--- config.mk ---
export PLATFORM = sky130hd
export DESIGN_NAME = mont_seq_ctrl
export DESIGN_NICKNAME = d
export VERILOG_FILES = /design/src/rtl/mont_seq_ctrl_pkg.sv /design/src/rtl/mont_phase_cnt.sv /design/src/rtl/mont_seq_ctrl.sv
export SDC_FILE = /design/constraint.sdc
export NUM_CORES = 1
export LEC_CHECK = 0
export CAP_MARGIN = 0
export CORE_ASPECT_RATIO = 1.4
export CORE_MARGIN = 1
export CORE_UTILIZATION = 30
export CTS_CLUSTER_DIAMETER = 40
export DETAILED_ROUTE_END_ITERATION = 8
export SLEW_MARGIN = 20
export SYNTH_ARGS = -nofsm -noshare
export SYNTH_HDL_FRONTEND = slang
export SYNTH_SLANG_ARGS = --single-unit
--- constraint.sdc ---
create_clock -name clk -period 2.8 [get_ports clk]
set_input_delay 0.42 -clock clk [delete_from_list [all_inputs] [get_ports clk]]
set_output_delay 0.42 -clock clk [all_outputs]
set_load 0.03 [all_outputs]
--- src/rtl/mont_seq_ctrl_pkg.sv ---
// ============================================================================
//  Module   : mont_seq_ctrl_pkg
//  Purpose  : Shared state encoding, adder select codes and sizing defaults
//             for the Montgomery sequencer.
//  Revision : 1.0 - initial release
// ============================================================================
`default_nettype none

package mont_seq_ctrl_pkg;

   typedef enum logic [2:0] {
      S_IDLE  = 3'd0,
      S_INIT  = 3'd1,
      S_ADD_B = 3'd2,
      S_ADD_M = 3'd3,
      S_SHIFT = 3'd4,
      S_RES   = 3'd5,
      S_SUB   = 3'd6,
      S_DONE  = 3'd7
   } state_t;

   localparam logic [1:0] SEL_ZERO = 2'd0;
   localparam logic [1:0] SEL_A    = 2'd1;
   localparam logic [1:0] SEL_M    = 2'd2;
   localparam logic [1:0] SEL_NEGM = 2'd3;

   localparam int CHUNK_LAST = 4;
   localparam int N_BITS_DEF = 512;

endpackage

`default_nettype wire

--- src/rtl/mont_phase_cnt.sv ---
// ============================================================================
//  Module   : mont_phase_cnt
//  Purpose  : Chunk phase counter 0..N_CHUNKS-1 with wrap and last flag,
//             shared by the resolve and subtract passes.
//  Revision : 1.0 - initial release
// ============================================================================
`default_nettype none

module mont_phase_cnt #(
   parameter int N_CHUNKS = 5,
   parameter int PHASE_W  = 4
) (
   input  logic               clk,
   input  logic               resetn,
   input  logic               en,
   output logic [PHASE_W-1:0] phase,
   output logic               last
);

   assign last = (phase == PHASE_W'(N_CHUNKS - 1));

   // Held at zero whenever no chunk pass is running.
   always_ff @(posedge clk or negedge resetn) begin
      if (!resetn) begin
         phase <= '0;
      end else if (!en || last) begin
         phase <= '0;
      end else begin
         phase <= phase + PHASE_W'(1);
      end
   end

endmodule

`default_nettype wire

--- src/rtl/mont_seq_ctrl.sv ---
// ============================================================================
//  Module   : mont_seq_ctrl
//  Purpose  : Bit-serial Montgomery loop sequencer driving the carry-save
//             mpadder. Option: MONT_SEQ_ZERO_SKIP_EN skips zero B-bit adds.
//  Revision : 1.0 - initial release
// ============================================================================
`default_nettype none

module mont_seq_ctrl
   import mont_seq_ctrl_pkg::*;
#(
   parameter int N_BITS   = N_BITS_DEF,
   parameter int N_CHUNKS = CHUNK_LAST + 1,
   parameter int MAX_SUB  = 3
) (
   input  logic       clk,
   input  logic       resetn,
   input  logic       start,
   input  logic       b_bit,
   output logic       b_next,
   output logic       busy,
   output logic       done,
   output logic       error,
   output logic       add_clear_n,
   output logic       add_enable_c,
   output logic       add_shift,
   output logic       add_subtract,
   output logic       add_enable_carry,
   output logic [3:0] add_phase,
   output logic [1:0] add_sel,
   input  logic       add_c_zero,
   input  logic       add_sub_done
);

   localparam int ITER_W = (N_BITS > 1) ? $clog2(N_BITS) : 1;
   localparam int NSUB_W = (MAX_SUB > 1) ? $clog2(MAX_SUB) : 1;

   state_t              r_state;
   state_t              w_eff;
   state_t              w_next;
   logic [ITER_W-1:0]   r_iter;
   logic [NSUB_W-1:0]   r_nsub;
   logic                w_last;
   logic                w_phase_en;
   logic                w_set_error;
   logic                w_nsub_inc;

   // A zero B bit leaves the pair untouched, so the skip build treats the
   // ADD_B cycle as ADD_M directly.
   always_comb begin
      w_eff = r_state;
`ifdef MONT_SEQ_ZERO_SKIP_EN
      if (r_state == S_ADD_B && !b_bit) begin
         w_eff = S_ADD_M;
      end
`endif
   end

   assign w_phase_en = (r_state == S_RES) || (r_state == S_SUB);

   mont_phase_cnt #(
      .N_CHUNKS (N_CHUNKS),
      .PHASE_W  (4)
   ) u_phase_cnt (
      .clk    (clk),
      .resetn (resetn),
      .en     (w_phase_en),
      .phase  (add_phase),
      .last   (w_last)
   );

   always_comb begin
      w_next      = w_eff;
      w_set_error = 1'b0;
      w_nsub_inc  = 1'b0;
      case (w_eff)
         S_IDLE:  if (start) w_next = S_INIT;
         S_INIT:  w_next = S_ADD_B;
         S_ADD_B: w_next = S_ADD_M;
         S_ADD_M: w_next = S_SHIFT;
         S_SHIFT: w_next = (r_iter == ITER_W'(N_BITS - 1)) ? S_RES : S_ADD_B;
         S_RES:   if (w_last) w_next = S_SUB;
         S_SUB: begin
            if (w_last) begin
               if (add_sub_done) begin
                  w_next = S_DONE;
               end else if (r_nsub == NSUB_W'(MAX_SUB - 1)) begin
                  w_next      = S_DONE;
                  w_set_error = 1'b1;
               end else begin
                  w_nsub_inc = 1'b1;
               end
            end
         end
         S_DONE:  w_next = S_IDLE;
         default: w_next = S_IDLE;
      endcase
   end

   // These two follow b_bit and add_c_zero within the same cycle; the
   // adder pair they depend on is only valid once that cycle has begun.
   always_comb begin
      add_sel      = SEL_ZERO;
      add_enable_c = 1'b0;
      case (w_eff)
         S_ADD_B: begin
            add_enable_c = 1'b1;
            add_sel      = b_bit ? SEL_A : SEL_ZERO;
         end
         S_ADD_M: begin
            if (add_c_zero) begin
               add_enable_c = 1'b1;
               add_sel      = SEL_M;
            end
         end
         S_SUB:   add_sel = SEL_NEGM;
         default: add_sel = SEL_ZERO;
      endcase
   end

   always_ff @(posedge clk or negedge resetn) begin
      if (!resetn) begin
         r_state          <= S_IDLE;
         r_iter           <= '0;
         r_nsub           <= '0;
         busy             <= 1'b0;
         done             <= 1'b0;
         error            <= 1'b0;
         b_next           <= 1'b0;
         add_clear_n      <= 1'b1;
         add_shift        <= 1'b0;
         add_subtract     <= 1'b0;
         add_enable_carry <= 1'b0;
      end else begin
         r_state <= w_next;

         if (r_state == S_INIT) begin
            r_iter <= '0;
            r_nsub <= '0;
         end else begin
            if (w_eff == S_SHIFT) r_iter <= r_iter + ITER_W'(1);
            if (w_nsub_inc)       r_nsub <= r_nsub + NSUB_W'(1);
         end

         if (w_next == S_INIT) begin
            error <= 1'b0;
         end else if (w_set_error) begin
            error <= 1'b1;
         end

         busy             <= (w_next != S_IDLE);
         done             <= (w_next == S_DONE);
         b_next           <= (w_next == S_SHIFT);
         add_shift        <= (w_next == S_SHIFT);
         add_clear_n      <= (w_next != S_INIT);
         add_subtract     <= (w_next == S_SUB);
         add_enable_carry <= (w_next == S_RES) || (w_next == S_SUB);
      end
   end

endmodule

`default_nettype wire

==> qor.yml, run 1 <==
grt:
  antenna_found_initial: 0
  grt_usage_pct: 12.80
  grt_pass1_vias: 1111
  grt_start_max_net_pins: 26
  overflow: 0
  grt_pass1_wl_mm: 4.761
sta:
  max_freq_ghz: 0.4346
  tightest_slew_ns: 0.4279
  tns_ns: 0
  setup_viol: 0
  relSlewSlack_pct: 71.48
  rsz0062_at_grt: "false"
  period_minus_slack_ns: 2.301
  fin_crit_sh_pct: 82.18
  hold_viol: 0
  finalClockSkew_ns: 0.002010
  slew_viol_final: 0
power:
  seqPwrFrac_pct: 38.1
  p_total_w: 0.001400
  combPwrFrac_pct: 46.9
  switching_share_pct: 42.56
  clock_power_share_pct: 15.0
  intPower_w: 0.0008041
  leakage_nw: 0.6655
  power.switching_w: 0.0005959
  power.density_nw_per_um2: 852.2
  max-vdd-ir-drop_uv: 469.9
yosys:
  ys_warn_count: 0
  synthCells: 143
  ys_seq_area_share_pct: 47.18
  synth_edf_count: 0
  syn_area_per_cell_um2: 9.292
  synth-seq-cells: 25
  netlist_area_um2: 1329
  async_reset_ff_share_pct: 100.0
  yosysUniqueCellTypes: 41
  synthFlopType: "dfrtp_1"
  syn_nets: 154
clocking:
  numCtsBuffers: 3
  path_clk_slew_ns: 0.08
  cts_resized: 0
  post_cts_buffers: 0
  clk_latency_ns: 0.26
  cts_root_buf: "clkbuf_8"
  cts.sinks: 25
  ctsHoldBuffers: 0
  h-tree-depth: 1
  cts_tree: "done"
  cts_buffer_depth: 2
floorplanning:
  initial_core_util_pct: 31.35
  io_pins: 21
  dieWidth_um: 58.25
  die_h_um: 80.75
  floorplan.rows: 28
  die_area_um2: 4703
  coreArea_um2: 4239
worst_setup_path:
  cp.required_ns: 2.38
  cpLargestDelayFamily: "buffers and inverters"
  reg2reg_depth: 4
  worst_path_max_delay_cell: "clkdlybuf4s50_1"
  cp.depth: 4
  timing.critical_path.mode_cell: "clkdlybuf4s50_1"
  slowest_delay_ns: 0.71
  path_buf_inv: 3
  crit_chain: "clkdlybuf4s50_1 -> inv_1 -> a211oi_1 -> clkdlybuf4s50_1"
  cp.arrival_ns: 1.88
  crit_type: "in -> out"
  endpoint_kind: "output pin"
  crit_path_start_kind: "input pin"
  path_max_fanout: 2
hold_path:
  hp-class: "reg -> reg"
  hold_depth: 1
placement:
  place_area_um2: 1598
  gp_congestion: 0.7930
  placed_cells_incl_taps: 220
  hpwl_mm: 2.053
  portBuffers: 20
finish:
  final_common_cell: "dfrtp_1"
  syn_to_final_growth_pct: 23.64
  drive_gt1_share_pct: 6.098
  fin_cells: 224
  nets: 176
  antenna_cells: 0
  fin_area_um2: 1643
  layout_common_cells: "dfrtp_1, clkdlybuf4s50_1, o21ai_0"
  nFillCells: 422
run:
  drv_cap: 0
routing:
  dr_total_vias: 1149
  routed_wl_mm: 2.754
  post_drt_wl_per_cell_um: 12.29
  drc: 0
  viasPerCell: 5.129
  ant_nets: 0
  drt-initial-drc-count: 32
  dr.pass1.iters: 6
run_status:
  outcome: "complete, no violations"
[worst paths after layout]
check | from | end | slack [ns]
worst max-delay path | add_c_zero | add_enable_c | 0.50
min in group asynchronous | resetn | u_phase_cnt.phase[2] | 0.51
worst min-delay path | r_nsub[0] | r_nsub[0] | 0.50
worst max register to register | r_state[2] | r_iter[5] | 0.98
worst min register to register | r_nsub[0] | r_nsub[0] | 0.50
max in group asynchronous | resetn | add_clear_n | 2.00
[layout make-up]
cell class | count | area (um2) | share of cell area [%]
inverters | 8 | 30.03 | 1.828
multi-input cells | 102 | 628.1 | 38.23
clock buffers | 4 | 45.04 | 2.742
repair buffers | 25 | 237.7 | 14.47
flip-flops and latches | 25 | 626.9 | 38.16
well taps | 60 | 75.07 | 4.570
[kinds of logic (layout without fill, tap and decap cells)]
logic type / after synthesis / in the layout / synth area share (%)
DFF: 25 / 25 / 47.18
adders and majority gates: 5 / 5 / 4.708
AOI/OAI and AO/OA: 38 / 38 / 17.33
and+or+nand+nor: 54 / 54 / 21.66
xor gates and xnor gates: 2 / 2 / 1.319
buffers and inverters: 16 / 37 / 5.555
muxes: 3 / 3 / 2.260
[power groups by stage]
stage	Sequential (W)	Combinational, W	Clock (W)
2_1_floorplan	0.000565	0.000412	0
3_3_place_gp	0.000536	0.000643	0
3_5_place_dp	0.000540	0.000657	0
4_1_cts	0.000534	0.000662	0.000217
5_1_grt	0.000545	0.000726	0.000235
6_report	0.000533	0.000657	0.000210
[worst register-to-register path: cells and delay by family, from the launching register on]
| kind | cells | cell delay [ns] |
|---|---|---|
| flip-flops | 1 | 0.61 |
| AO/OA/AOI/OAI | 1 | 0.16 |
| AND/OR/NAND/NOR | 2 | 0.74 |
| buffers and inverters | 1 | 0.24 |
[per-stage QoR]
| stage | worst slack (ns) | util (%) | hold slack, ns |
|---|---|---|---|
| after global placement | 0.5291 | 37.69 | 0.4597 |
| after detailed placement | 0.5135 | 37.69 | 0.4982 |
| after global routing | 0.4269 | 38.75 | 0.5341 |
| after CTS | 0.4946 | 38.75 | 0.5103 |
| final | 0.4989 | 38.75 | 0.4983 |
| after floorplan | 0.8791 | - | 0.1244 |
[sequential cells by signal, indices dropped and copies added, names as in the netlist]
register           flops
add_clear_n            1
add_enable_carry       1
add_shift              1
add_subtract           1
busy                   1
done                   1
error                  1
r_iter                 9
r_nsub                 2
r_state                3
u_phase_cnt.phase      4
[per-layer routing]
| layer | vias up | part of all wire [%] | global-route usage [%] |
|---|---|---|---|
| met4 | 0 | 2.1 | 5.238 |
| met2 | 32 | 54 | 24.02 |
| met1 | 559 | 40 | 14.03 |
| li1 | 550 | - | - |
| met5 | - | 0 | 0 |
| met3 | 8 | 3.7 | 2.070 |
[synthesized netlist by cell type (2+ instances only)]
library cell | instances | area (um2)
nor2b_1 | 4 | 25.02
a22oi_1 | 2 | 15.01
a21o_1 | 2 | 15.01
nand3b_1 | 2 | 15.01
clkbuf_1 | 3 | 11.26
mux2i_1 | 3 | 30.03
or3_1 | 2 | 12.51
nand2_1 | 10 | 37.54
dfrtp_1 | 24 | 600.6
a21oi_1 | 8 | 40.04
nand2b_1 | 3 | 18.77
o21ai_0 | 14 | 70.07
o21a_1 | 2 | 15.01
nor3_1 | 5 | 25.02
buf_2 | 2 | 10.01
inv_1 | 8 | 30.03
nor2_1 | 9 | 33.78
nand3_1 | 6 | 30.03
nand4_1 | 2 | 12.51
o31ai_1 | 3 | 22.52
and3_1 | 2 | 12.51
a211oi_1 | 2 | 15.01
or4_1 | 3 | 22.52
ha_1 | 5 | 62.56
Note: power is estimated with default switching activity, not from simulation.
==> run 2, diff against run 1 <==
==> constraint.sdc (replaced) <==
create_clock -name clk -period 2.2 [get_ports clk]
set_input_delay 0.33 -clock clk [delete_from_list [all_inputs] [get_ports clk]]
set_output_delay 0.33 -clock clk [all_outputs]
set_load 0.03 [all_outputs]
==> run 2 against run 1 <==
Effect of this change: critical path type is now reg -> out; power up 29%; clock-buffer cell count unchanged; sequential power up 26%; wire length up 4.2%; utilization up 0.27 points; sequential share of layout area down 0.18 points; via count down 2.6%; hold slack worse by 0.074 ns; clock power up 29%; setup slack worse by 0.38 ns; largest cell class unchanged; sequential cell count unchanged; die area unchanged.
==> qor.yml, run 2 (synthesis gave the netlist of run 1 again) <==
floorplanning:
  coreArea_um2: 4239  # unchanged
  die_area_um2: 4703  # unchanged
  die_h_um: 80.75  # unchanged
  initial_core_util_pct: 31.35  # unchanged
  floorplan.rows: 28  # unchanged
  dieWidth_um: 58.25  # unchanged
  io_pins: 21  # unchanged
worst_setup_path:
  cp-startpoint: "r_state[1]"
  crit_type: "reg -> out"
  cp.arrival_ns: 1.75  # -0.13 ns
  regToRegStartpoint: "r_iter[0]"
  endpoint_kind: "output pin"
  rrSetupSlack_ns: 0.41  # -0.57 ns
  cp.required_ns: 1.87  # -0.51 ns
  reg2reg_depth: 7  # +3
  path_max_fanout: 10  # +8
  crit_path_start_kind: "flip-flop"
  regToRegEndpoint: "r_state[0]"
clocking:
  numCtsBuffers: 3  # unchanged
  path_clk_slew_ns: 0.08  # about the same
  cts_tree: "done"
  clk_latency_ns: 0.26  # about the same
  ctsHoldBuffers: 0  # unchanged
  cts.sinks: 25  # unchanged
  cts_buffer_depth: 2  # unchanged
  h-tree-depth: 1  # unchanged
  cts_root_buf: "clkbuf_8"
finish:
  syn_to_final_growth_pct: 24.48
  final_common_cell: "dfrtp_1"
  largest_reg_flops: 9  # unchanged
  top_regs: "r_iter: 9 flops, u_phase_cnt.phase: 4 flops, r_state: 3 flops"
  nFillCells: 437  # +3.6%
  largest_register: "r_iter"
  nets: 177  # +0.57%
  drive_gt1_share_pct: 8.485  # +2.4 points
  layout_common_cells: "dfrtp_1, clkdlybuf4s50_1, o21ai_0"
  fin_cells: 225  # +0.45%
  finish.utilization_pct: 39.02  # +0.27 points
  antenna_cells: 0  # unchanged
run_status:
  outcome: "complete, no violations"
hold_path:
  hp-class: "in -> async"
grt:
  antenna_found_initial: 0  # unchanged
  grt_start_max_net_pins: 26  # unchanged
  met3_usage_pct: 2.229  # +0.16 points
  busiest_layer: "met2"
  met2_usage_pct: 24.02  # unchanged
  grt_pass1_wl_mm: 5.057  # +6.2%
  grt_pass1_vias: 1151  # +3.6%
  grt_usage_pct: 13.63  # +0.84 points
  overflow: 0  # unchanged
  gr-usage-met1_pct: 16.25  # +2.2 points
sta:
  setup_viol: 0  # unchanged
  hold_viol: 0  # unchanged
  finalClockSkew_ns: 0.001817  # -0.0001931 ns
  tightest_slew_ns: 0.4374  # +0.009490 ns
  max_freq_ghz: 0.4806
  tns_ns: 0  # unchanged
  period_minus_slack_ns: 2.081
  hold_ws_ns: 0.4245  # -0.07380 ns
  slew_viol_final: 0  # unchanged
  fin_crit_sh_pct: 94.58
  relSlewSlack_pct: 70.84  # -0.63 points
  rsz0062_at_grt: "false"
routing:
  drt-initial-drc-count: 38  # +19%
  drc: 0  # unchanged
  dr.pass1.iters: 5  # -1
  routed_wl_mm: 2.871  # +4.2%
  post_drt_wl_per_cell_um: 12.76  # +3.8%
  viasPerCell: 4.973  # -3.0%
  ant_nets: 0  # unchanged
  dr_total_vias: 1119  # -2.6%
power:
  power.density_nw_per_um2: 1089  # +28%
  p_total_w: 0.001801  # +29%
  clock_power_share_pct: 15.0  # about the same
  combPwrFrac_pct: 47.9  # +1.0 points
  power.switching_w: 0.0007653  # +28%
  switching_share_pct: 42.49  # -0.078 points
  intPower_w: 0.001036  # +29%
  max-vdd-ir-drop_uv: 523.4  # +11%
  leakage_nw: 0.6858  # +3.1%
  seqPwrFrac_pct: 37.1  # -1.0 points
placement:
  portBuffers: 20  # unchanged
  gp_congestion: 0.7636  # -3.7%
  hpwl_mm: 2.108  # +2.7%
  placed_cells_incl_taps: 221  # +0.45%
run:
  drv_cap: 0  # unchanged
==> run 2: final cells by class <==
class                      count  area, um2  area share [%]
tap                           60      75.07           4.539
inverter                       8      30.03           1.815
timing repair buffer          26      245.2           14.83
clock buffer                   4      45.04           2.723
multi-input combinational    102      630.6           38.12
sequential                    25      628.1           37.97
==> run 2: layer usage <==
layer | routed length (um) | vias to the layer above | share of wire, %
li1 | - | 553 | -
met1 | 1306 | 537 | 45
met2 | 1439 | 24 | 50
met3 | 85 | 5 | 3.0
met4 | 40 | 0 | 1.4
met5 | 0 | - | 0
==> run 2: worst max-delay path, cell delays in order (launching register included) <==
cell	delay, ns
dfrtp_2	0.45
nor2b_2	0.24
o21a_1	0.14
clkdlybuf4s50_1	0.66
==> run 2: timing repair <==
action / in CTS / in global routing
gates resized for setup: 1 / 2
setup buffers: 0 / 0
setup endpoints to repair: 1 / 2
gates cloned: 0 / 0
==> run 2: how the worst max path moves through the flow <==
| stage | slack, ns | endpoint | cells after the start |
|---|---|---|---|
| final | 0.12 | add_sel[0] | 3 |
| after global routing | 0.05 | add_sel[0] | 3 |
| after CTS | 0.02 | add_sel[0] | 3 |
| after detailed placement | 0.09 | add_enable_c | 4 |
| after global placement | 0.11 | add_enable_c | 4 |
| after floorplan | 0.37 | add_enable_c | 3 |
==> run 2: power by group through the flow <==
stage / Sequential [W] / Clock, W / Combinational, W
after floorplan: 0.000719 / 0 / 0.000524
after global placement: 0.000670 / 0 / 0.000846
after detailed placement: 0.000676 / 0 / 0.000858
after CTS: 0.000668 / 0.000279 / 0.000868
after global routing: 0.000689 / 0.000295 / 0.000945
final: 0.000669 / 0.000270 / 0.000863
==> run 2: stage by stage <==
stage,setup WS (ns),instance area [um2]
finish,0.1192,1654
CTS,0.02218,1650
global placement,0.1086,1603
detailed placement,0.09175,1603
global route,0.04778,1654
floorplan,0.3691,1329
==> run 3, diff against run 2 <==
--- a/config.mk
+++ b/config.mk
@@ -7,7 +7,7 @@
 export LEC_CHECK = 0
 export CAP_MARGIN = 0
 export CORE_ASPECT_RATIO = 1.4
-export CORE_MARGIN = 1
+export CORE_MARGIN = 3
 export CORE_UTILIZATION = 30
 export CTS_CLUSTER_DIAMETER = 40
 export DETAILED_ROUTE_END_ITERATION = 8
==> run 3 against run 2 <==
Effect of this change: critical path depth is the same; clock-buffer cell count is the same; power decreased by 1.4%; first-iteration DRC count down 63%; combinational power fell by 2%; setup slack better by 0.11 ns; via count hardly changed; sequential share of layout area up 0.30 points; wire length up 0.38%; critical endpoint unchanged; largest power group unchanged; highest routed layer unchanged.
==> qor.yml, run 3 (synthesis gave the netlist of run 1 again) <==
routing:
  viasPerCell: 5.000  # +0.54%
  drc: 0  # unchanged
  routed_wl_mm: 2.882  # +0.38%
  post_drt_wl_per_cell_um: 12.87  # +0.83%
  dr.pass1.iters: 4  # -1
  dr_total_vias: 1120  # +0.089%
  ant_nets: 0  # unchanged
  drt-initial-drc-count: 14  # -63%
sta:
  hold_viol: 0  # unchanged
  fin_crit_sh_pct: 89.36  # -5.2 points
  slew_viol_final: 0  # unchanged
  tightest_slew_ns: 0.4388  # +0.001478 ns
  tns_ns: 0  # unchanged
  max_freq_ghz: 0.5086  # +5.8%
  rsz0062_at_grt: "false"
  period_minus_slack_ns: 1.966  # -0.1148 ns
  setup_viol: 0  # unchanged
  finalClockSkew_ns: 0.002781  # +0.0009649 ns
  relSlewSlack_pct: 70.52  # -0.32 points
clocking:
  cts_buffer_depth: 2  # unchanged
  h-tree-depth: 1  # unchanged
  cts_tree: "done"
  cts_root_buf: "clkbuf_8"
  path_clk_slew_ns: 0.09  # about the same
  clk_latency_ns: 0.26  # about the same
  cts.sinks: 25  # unchanged
  numCtsBuffers: 3  # unchanged
finish:
  layout_common_cells: "dfrtp_1, clkdlybuf4s50_1, o21ai_0"
  fin_cells: 224  # -0.44%
  largest_reg_flops: 9  # unchanged
  drive_gt1_share_pct: 6.707  # -1.8 points
  largest_register: "r_iter"
  top_regs: "r_iter: 9 flops, u_phase_cnt.phase: 4 flops, r_state: 3 flops"
  nets: 176  # -0.56%
  syn_to_final_growth_pct: 23.26
  final_common_cell: "dfrtp_1"
  antenna_cells: 0  # unchanged
placement:
  gp_congestion: 0.7815  # +2.3%
  placed_cells_incl_taps: 220  # -0.45%
  hpwl_mm: 2.166  # +2.8%
  portBuffers: 20  # unchanged
grt:
  grt_pass1_vias: 1183  # +2.8%
  grt_usage_pct: 11.50  # -2.1 points
  overflow: 0  # unchanged
  grt_start_max_net_pins: 26  # unchanged
  grt_pass1_wl_mm: 5.161  # +2.1%
  antenna_found_initial: 0  # unchanged
floorplanning:
  io_pins: 21  # unchanged
  die_h_um: 84.75  # +5.0%
  dieWidth_um: 62.25  # +6.9%
  floorplan.rows: 28  # unchanged
  coreArea_um2: 4239  # unchanged
  initial_core_util_pct: 31.35  # unchanged
  die_area_um2: 5275  # +12%
power:
  power.density_nw_per_um2: 1084  # -0.46%
  leakage_nw: 0.6744  # -1.7%
  max-vdd-ir-drop_uv: 717.5  # +37%
  p_total_w: 0.001775  # -1.4%
worst_setup_path:
  cp.required_ns: 1.87  # about the same
  crit_path_start_kind: "flip-flop"
  crit_type: "reg -> out"
  cp.arrival_ns: 1.64  # -0.11 ns
  endpoint_kind: "output pin"
  path_max_fanout: 10  # unchanged
run:
  drv_cap: 0  # unchanged
hold_path:
  hp-class: "in -> async"
run_status:
  outcome: "complete, no violations"
## run 3: cell types whose count changed in the layout (fill, tap and decap cells not counted), sizes merged
cell | previous run | this run
buf | 7 | 6
clkdlybuf4s50 | 18 | 17
dlygate4sd2 | 0 | 2
dlymetal6s2s | 1 | 0
## run 3: routing by layer
layer / global-route usage, % / vias to the layer above / wire (um)
met2: 22.75 / 20 / 1527
met4: 3.018 / 0 / 27
li1: - / 549 / -
met1: 12.18 / 547 / 1209
met3: 2.276 / 4 / 117
met5: 0 / - / 0
## run 3: final timing paths
path | slack, ns | end | start | cells past startpoint
min in group clk | 0.50 | r_nsub[0] | r_nsub[0] | 1
worst max-delay path | 0.23 | add_sel[0] | r_state[1] | 3
worst min register to register | 0.50 | r_nsub[0] | r_nsub[0] | 1
worst min-delay path | 0.43 | u_phase_cnt.phase[3] | resetn | 2
worst max register to register | 0.36 | r_state[0] | r_iter[0] | 7
max in group asynchronous | 1.48 | add_clear_n | resetn | 2
## run 3: what timing repair did
action / CTS / global route
setup buffers: 0 / 0
gates resized for setup: 2 / 0
hold buffers: 0 / 0
endpoints found under the setup margin: 2 / 0
hold endpoints to repair: 0 / 0
## run 3: final cells by class
type | instances | area (um2)
clock buffers | 4 | 45.04
fillers | 434 | 2601
well taps | 60 | 75.07
flip-flops and latches | 25 | 626.9
multi-input cells | 102 | 628.1
inverters | 8 | 30.03
repair buffers | 25 | 232.7
## run 3: through the flow
stage	area, um2	utilization, %	hold slack, ns	worst slack [ns]
finish	1638	38.64	0.4280	0.2340
global route	1638	38.64	0.4605	0.1313
CTS	1638	38.64	0.4380	0.2367
detailed placement	1595	37.63	0.4796	0.07558
global placement	1595	37.63	0.4593	0.09735
floorplan	1329	-	0.03441	0.3691
## run 3: critical path: stages (launching register included)
cell and delay (ns):
dfrtp_1 0.52, nor2b_1 0.31, o21a_1 0.16, dlygate4sd2_1 0.39
## run 3: where the power goes
part / leakage (nW) / internal [W] / switching, W
Combinational: 0.320 / 0.000325 / 0.000521
Sequential: 0.332 / 0.000555 / 0.000102
Clock: 0.0228 / 0.000129 / 0.000143
Total: 0.674 / 0.00101 / 0.000766
